## src/rtl/fifo_wr_arb_pkg.sv

```systemverilog
// Shared encodings for the FIFO write-port arbiter.
// Requester indices match the system controller's response sources.
package fifo_wr_arb_pkg;

   localparam logic [1:0] ST_IDLE    = 2'd0;
   localparam logic [1:0] ST_SEND_LO = 2'd1;
   localparam logic [1:0] ST_SEND_HI = 2'd2;

   localparam int REQ_RF   = 0;
   localparam int REQ_ALU  = 1;
   localparam int REQ_STAT = 2;

   typedef enum logic [1:0] {
      IDLE    = ST_IDLE,
      SEND_LO = ST_SEND_LO,
      SEND_HI = ST_SEND_HI
   } state_t;

   function automatic int ptr_w(input int n);
      return (n > 1) ? $clog2(n) : 1;
   endfunction

endpackage

```

## src/rtl/fifo_wr_arbiter_rr.sv

```systemverilog
// Combinational round-robin picker: first set request
// at or above rr_ptr, wrapping modulo NUM_REQ.
module rr_arbiter
   import fifo_wr_arb_pkg::*;
#(
   parameter int NUM_REQ = 3,
   parameter int PTR_W   = ptr_w(NUM_REQ)
) (
   input  logic [NUM_REQ-1:0] req,
   input  logic [PTR_W-1:0]   rr_ptr,
   output logic [NUM_REQ-1:0] grant,
   output logic [PTR_W-1:0]   winner,
   output logic               any_req
);

   logic found;

   always_comb begin
      grant   = '0;
      winner  = '0;
      found   = 1'b0;
      any_req = |req;
      for (int k = 0; k < NUM_REQ; k++) begin
         int idx;
         idx = (int'(rr_ptr) + k) % NUM_REQ;
         if (!found && req[idx[PTR_W-1:0]]) begin
            found                     = 1'b1;
            winner                    = idx[PTR_W-1:0];
            grant[idx[PTR_W-1:0]]     = 1'b1;
         end
      end
   end

endmodule

```

## src/rtl/fifo_wr_arbiter.sv

```systemverilog
// Round-robin share of the async FIFO write port; each
// accepted response goes out low byte first, paced by full.
module fifo_wr_arbiter
   import fifo_wr_arb_pkg::*;
#(
   parameter int DATA_WIDTH = 8,
   parameter int NUM_REQ    = 3,
   parameter int RESP_WIDTH = 2 * DATA_WIDTH
) (
   input  logic                          CLK,
   input  logic                          RST,
   input  logic [NUM_REQ-1:0]            REQ_VALID,
   input  logic [NUM_REQ*RESP_WIDTH-1:0] REQ_DATA,
   input  logic [NUM_REQ-1:0]            REQ_TWO_BYTE,
   output logic [NUM_REQ-1:0]            REQ_READY,
   input  logic                          FIFO_FULL,
   output logic [DATA_WIDTH-1:0]         FIFO_WR_DATA,
   output logic                          FIFO_WR_INC,
   output logic                          BUSY
);

   localparam int PTR_W = ptr_w(NUM_REQ);

   state_t                  state;
   logic [PTR_W-1:0]        rr_ptr;
   logic [RESP_WIDTH-1:0]   hold_word;
   logic                    hold_two;

   logic [RESP_WIDTH-1:0]   req_word [NUM_REQ];
   logic [NUM_REQ-1:0]      grant;
   logic [PTR_W-1:0]        winner;
   logic                    any_req;
   logic                    in_idle;
   logic                    accept;

   for (genvar i = 0; i < NUM_REQ; i++) begin : g_word
      assign req_word[i] = REQ_DATA[i*RESP_WIDTH +: RESP_WIDTH];
   end

   rr_arbiter #(
      .NUM_REQ (NUM_REQ),
      .PTR_W   (PTR_W)
   ) u_rr (
      .req     (REQ_VALID),
      .rr_ptr  (rr_ptr),
      .grant   (grant),
      .winner  (winner),
      .any_req (any_req)
   );

   assign in_idle   = (state == IDLE);
   assign accept    = in_idle && any_req && !RST;
   assign REQ_READY = accept ? grant : '0;
   assign BUSY      = !in_idle && !RST;

   // Full is checked in the issuing cycle, so a stalled
   // byte is simply re-presented until it lands.
   assign FIFO_WR_INC  = BUSY && !FIFO_FULL;
   assign FIFO_WR_DATA = (state == SEND_HI)
                       ? hold_word[RESP_WIDTH-1:DATA_WIDTH]
                       : hold_word[DATA_WIDTH-1:0];

   always_ff @(posedge CLK) begin
      if (RST) begin
         state     <= IDLE;
         rr_ptr    <= PTR_W'(REQ_RF);
         hold_word <= '0;
         hold_two  <= 1'b0;
      end else begin
         unique case (state)
            IDLE: begin
               if (any_req) begin
                  hold_word <= req_word[winner];
                  hold_two  <= REQ_TWO_BYTE[winner];
                  rr_ptr    <= (int'(winner) == NUM_REQ - 1)
                             ? '0 : winner + 1'b1;
                  state     <= SEND_LO;
               end
            end
            SEND_LO: begin
               if (!FIFO_FULL)
                  state <= hold_two ? SEND_HI : IDLE;
            end
            SEND_HI: begin
               if (!FIFO_FULL)
                  state <= IDLE;
            end
            default: state <= IDLE;
         endcase
      end
   end

endmodule

```

## config.mk

```make
export PLATFORM = sky130hd
export DESIGN_NAME = fifo_wr_arbiter
export DESIGN_NICKNAME = d
export VERILOG_FILES = /design/src/rtl/fifo_wr_arb_pkg.sv /design/src/rtl/fifo_wr_arbiter_rr.sv /design/src/rtl/fifo_wr_arbiter.sv
export SDC_FILE = /design/constraint.sdc
export NUM_CORES = 1
export LEC_CHECK = 0
export ABC_AREA = 1
export CAP_MARGIN = 20
export CORE_ASPECT_RATIO = 0.8
export CORE_MARGIN = 4
export CORE_UTILIZATION = 40
export DETAILED_ROUTE_END_ITERATION = 7
export PLACE_DENSITY = 0.75
export SLEW_MARGIN = 40
export SYNTH_ARGS = -nofsm -noshare
export SYNTH_HDL_FRONTEND = slang
export SYNTH_SLANG_ARGS = --single-unit
```

## constraint.sdc

```tcl
create_clock -name CLK -period 2.8 [get_ports CLK]
set_input_delay 0.84 -clock CLK [delete_from_list [all_inputs] [get_ports CLK]]
set_output_delay 0.84 -clock CLK [all_outputs]
set_load 0.01 [all_outputs]
```

==> results.env <==
NETLIST_TOP_CELLS_AREA='dfxtp_1 24%, nand2_1 14%, nand3_1 10%, inv_1 9.4%, a21oi_1 8.5%'
POST-SYNTH-TOP-COUNT-CELL='nand2_1'
FLOORPLAN.IO_PINS=70
SYNTH.CELL_AREA_UM2=1760
CRIT_FANOUT=5
ACHIEVABLE_CLOCK_FREQUENCY_MHz=375
INITIAL_CORE_UTILIZATION=0.419
WORSTHOLDPATHCELLS=2
NETS=430
SYN_NETS=339
GRT_USAGE=0.195
REL_SLEW_SLACK=0.759
DETAIL_ROUTE.WIRELENGTH_MM=5.27
SYNTH.FF_LATCH_COUNT=21
P_LEAK_uW=0.00132
HOLD_VIOLATIONS=0
CLKSLEWWORSTSETUPHOLDPATHS_NS=0.08
CP-START-KIND='flip-flop'
DRT-VIAS-PER-INSTANCE=4.89
AVERAGE_FOOTPRINT_OF_A_SYNTHESIZED_CELL_UM2=6.33
INITIAL_ANTENNA_VIOLATION_COUNT=0
CTS_MAX_PATH_BUFFERS=2
OUTCOME='complete, no violations'
LAYOUT_CELLS_EXCL_FILL=425
WIRE_LENGTH_ON_MET1_MM=2.42
GLOBAL_ROUTE.OVERFLOW_TOTAL=0
MOST_COMMON_LIBRARY_CELLS_AFTER_SYNTHESIS='68 x nand2_1, 44 x inv_1, 35 x nand3_1'
CELL_COUNT_AFTER_PLACEMENT=420
ROWS=21
PORTBUFFERS=69
POST_DRT_WL_PER_CELL_UM=12.4
SETUP_REPAIR_AFTER_GLOBAL_ROUTING_MISSED_ITS_MARGIN='false'
FINALSETUPVIOLATIONS=0
POWER.IR.VDD_WORST_V=0.000728
DRT-INITIAL-DRC-COUNT=135
FIRST_GLOBAL_VIAS=1972
PWR_DENSITY_CELL_nW_PER_UM2=1280
SYNTH_CELL_TYPE_COUNT=27
SYNTH_TOP_AREA_SHARE=0.239
CLOCK_INSERTION_DELAY_WORST_SKEW_NS=0.26
NUM_ANTENNA_CELLS=0
CTS_HOLD_REPAIR.BUFFERS=0
CTS_ROOT_BUFFER='clkbuf_8'
MAX-CAP-VIOLATIONS=0
TNS_NS=0
SYNTH_ENABLE_FLOP_CELLS=0
GRT_FIRST_PASS_WIRELENGTH_MM=8.56
YS_WARN_COUNT=0
DIE_W_UM=82.2
SYNTH_AREA_LEADER_CELL='dfxtp_1'
DR_TOTAL_VIAS=2077
POST_DP_CELL_AREA_UM2=2670
ASYNCSETRESETFLOPFRACSYNTH=0
SYNTH-MAIN-FF-CELL='dfxtp_1'
FIN_AREA_UM2=2710
TIMING.FINAL.CRIT_PERIOD_NS=2.67
MET3ROUTEDLENGTH_UM=443
ENDPOINT_KIND='output port'
TIMING.CRITICAL_PATH.REQUIRED_NS=1.96
HTREEDEPTH=1
SLEW_WORST_PIN_NS=0.360
DETAIL_ROUTE.FIRST_PASS.ITERATIONS=5
CTS_SINKS=21
ARRIVAL_NS=1.83
ROUTED.TOP_LAYER='met4'
FINAL.SETUP_SKEW_NS=0.00298
FINAL-SEQ-AREA_UM2=422
DRC=0
CORE_UM2=4200
ROUTABILITYCONGESTION=0.970
POST_ROUTE_CELLS_DRIVE_ABOVE_1_SHARE=0.220
SYN_INST=278
COUNT_OF_ANTENNA_VIOLATING_NETS_LEFT_AFTER_DETAILED_ROUTING=0
N_FILL_CELL=411
FLOORPLAN.DIE.HEIGHT_UM=67.3
MULTI_INPUT_AREA_UM2=1110
LARGEST_NET_DEGREE_AT_THE_START_OF_GLOBAL_ROUTING=22
HOLD_PATH_CLASS='flip-flop to flip-flop'
TRITONCTS='yes'
MET2_WIRE_LENGTH_MM=2.31
SYNTH_SEQUENTIAL_AREA_RATIO=0.239
POST-ROUTE-PERIOD-UTIL=0.953
FINALMAXSLEWVIOLATIONS=0
CTS-BUFFERS-INSERTED=3
SETUP.WORST_PATH.CLASS='flip-flop to output port'
REG2REGPATHDEPTH=13
AREA_DELTA_SYNTH_FINAL_PCT=53.9
DESIGN.DIE.AREA_UM2=5530
HPWLAFTERDP_MM=4.03
==> cells in the final DEF (no fill, tap or decap), drive strengths merged <==
cell type      instances
nand2                 73
clkdlybuf4s50         61
inv                   49
nand3                 48
a21oi                 40
buf                   29
dfxtp                 21
o21ai                 21
clkbuf                 9
nor2                   6
ha                     4
o31ai                  1
a31oi                  1
a22oi                  1
nor3                   1
or2                    1
nand4                  1
dlygate4sd2            1
==> logic make-up after synthesis <==
kind of cell | synth area share
flops | 0.239
simple gates | 0.379
buf+inv | 0.147
fa+ha+maj | 0.0284
compound gates | 0.207
==> path summary, 6_finish.rpt <==
kind | from | end | slack, ns
max reg2reg | rr_ptr[0] | hold_word[0] | 0.68
min | hold_two | state[1] | 0.51
max | rr_ptr[0] | REQ_READY[2] | 0.13
min reg2reg | hold_two | state[1] | 0.51
==> where the power goes <==
group          switching [µW]  internal [µW]  leakage [µW]  total [µW]
combinational            1620           1150       0.00113        2770
sequential               65.1            426      0.000175         491
clock                    97.5            101     0.0000228         199
==> cell type report <==
class | count | share of cell area
multi-input combinational | 198 | 0.411
timing repair buffer | 96 | 0.321
sequential | 21 | 0.156
inverter | 49 | 0.0697
tap | 57 | 0.0263
clock buffer | 4 | 0.0166
==> worst max-delay path, cell delays in order (launching register included) <==
cell     delay (ns)
dfxtp_1        0.33
inv_1          0.08
ha_4           0.30
inv_2          0.05
nand2_1        0.05
nand3_1        0.09
nand2_2        0.13
nand2_1        0.06
or2_4          0.23
a21oi_2        0.12
buf_2          0.13
==> sequential cells by signal, summed over array words and instances, names as in the netlist <==
register and cells:
hold_word 16, rr_ptr 2, state 2, hold_two 1
==> through the flow <==
stage	total power, µW	worst slack (ns)	hold WS (ns)	utilization
after floorplan	1660	0.256	0.456	-
after global placement	3180	-0.613	0.480	0.634
after detailed placement	3200	-0.655	0.496	0.634
after CTS	3400	-0.0675	0.507	0.644
after global routing	3810	0.000141	0.527	0.644
final	3460	0.132	0.510	0.644
==> layer usage <==
metal / vias up / GRT usage
li1: 1077 / -
met1: 897 / 0.263
met2: 93 / 0.324
met3: 10 / 0.0413
met4: 0 / 0.0332
met5: - / 0
==> repair_timing <==
| action | 4_1_cts | 5_1_grt |
|---|---|---|
| endpoints found under the setup margin | 5 | 4 |
| setup buffers | 0 | 1 |
| pin swaps | 2 | 3 |
| gates resized for setup | 17 | 16 |
| hold endpoints to repair | 0 | 0 |
No activity file was read; power rests on OpenSTA's default activity.
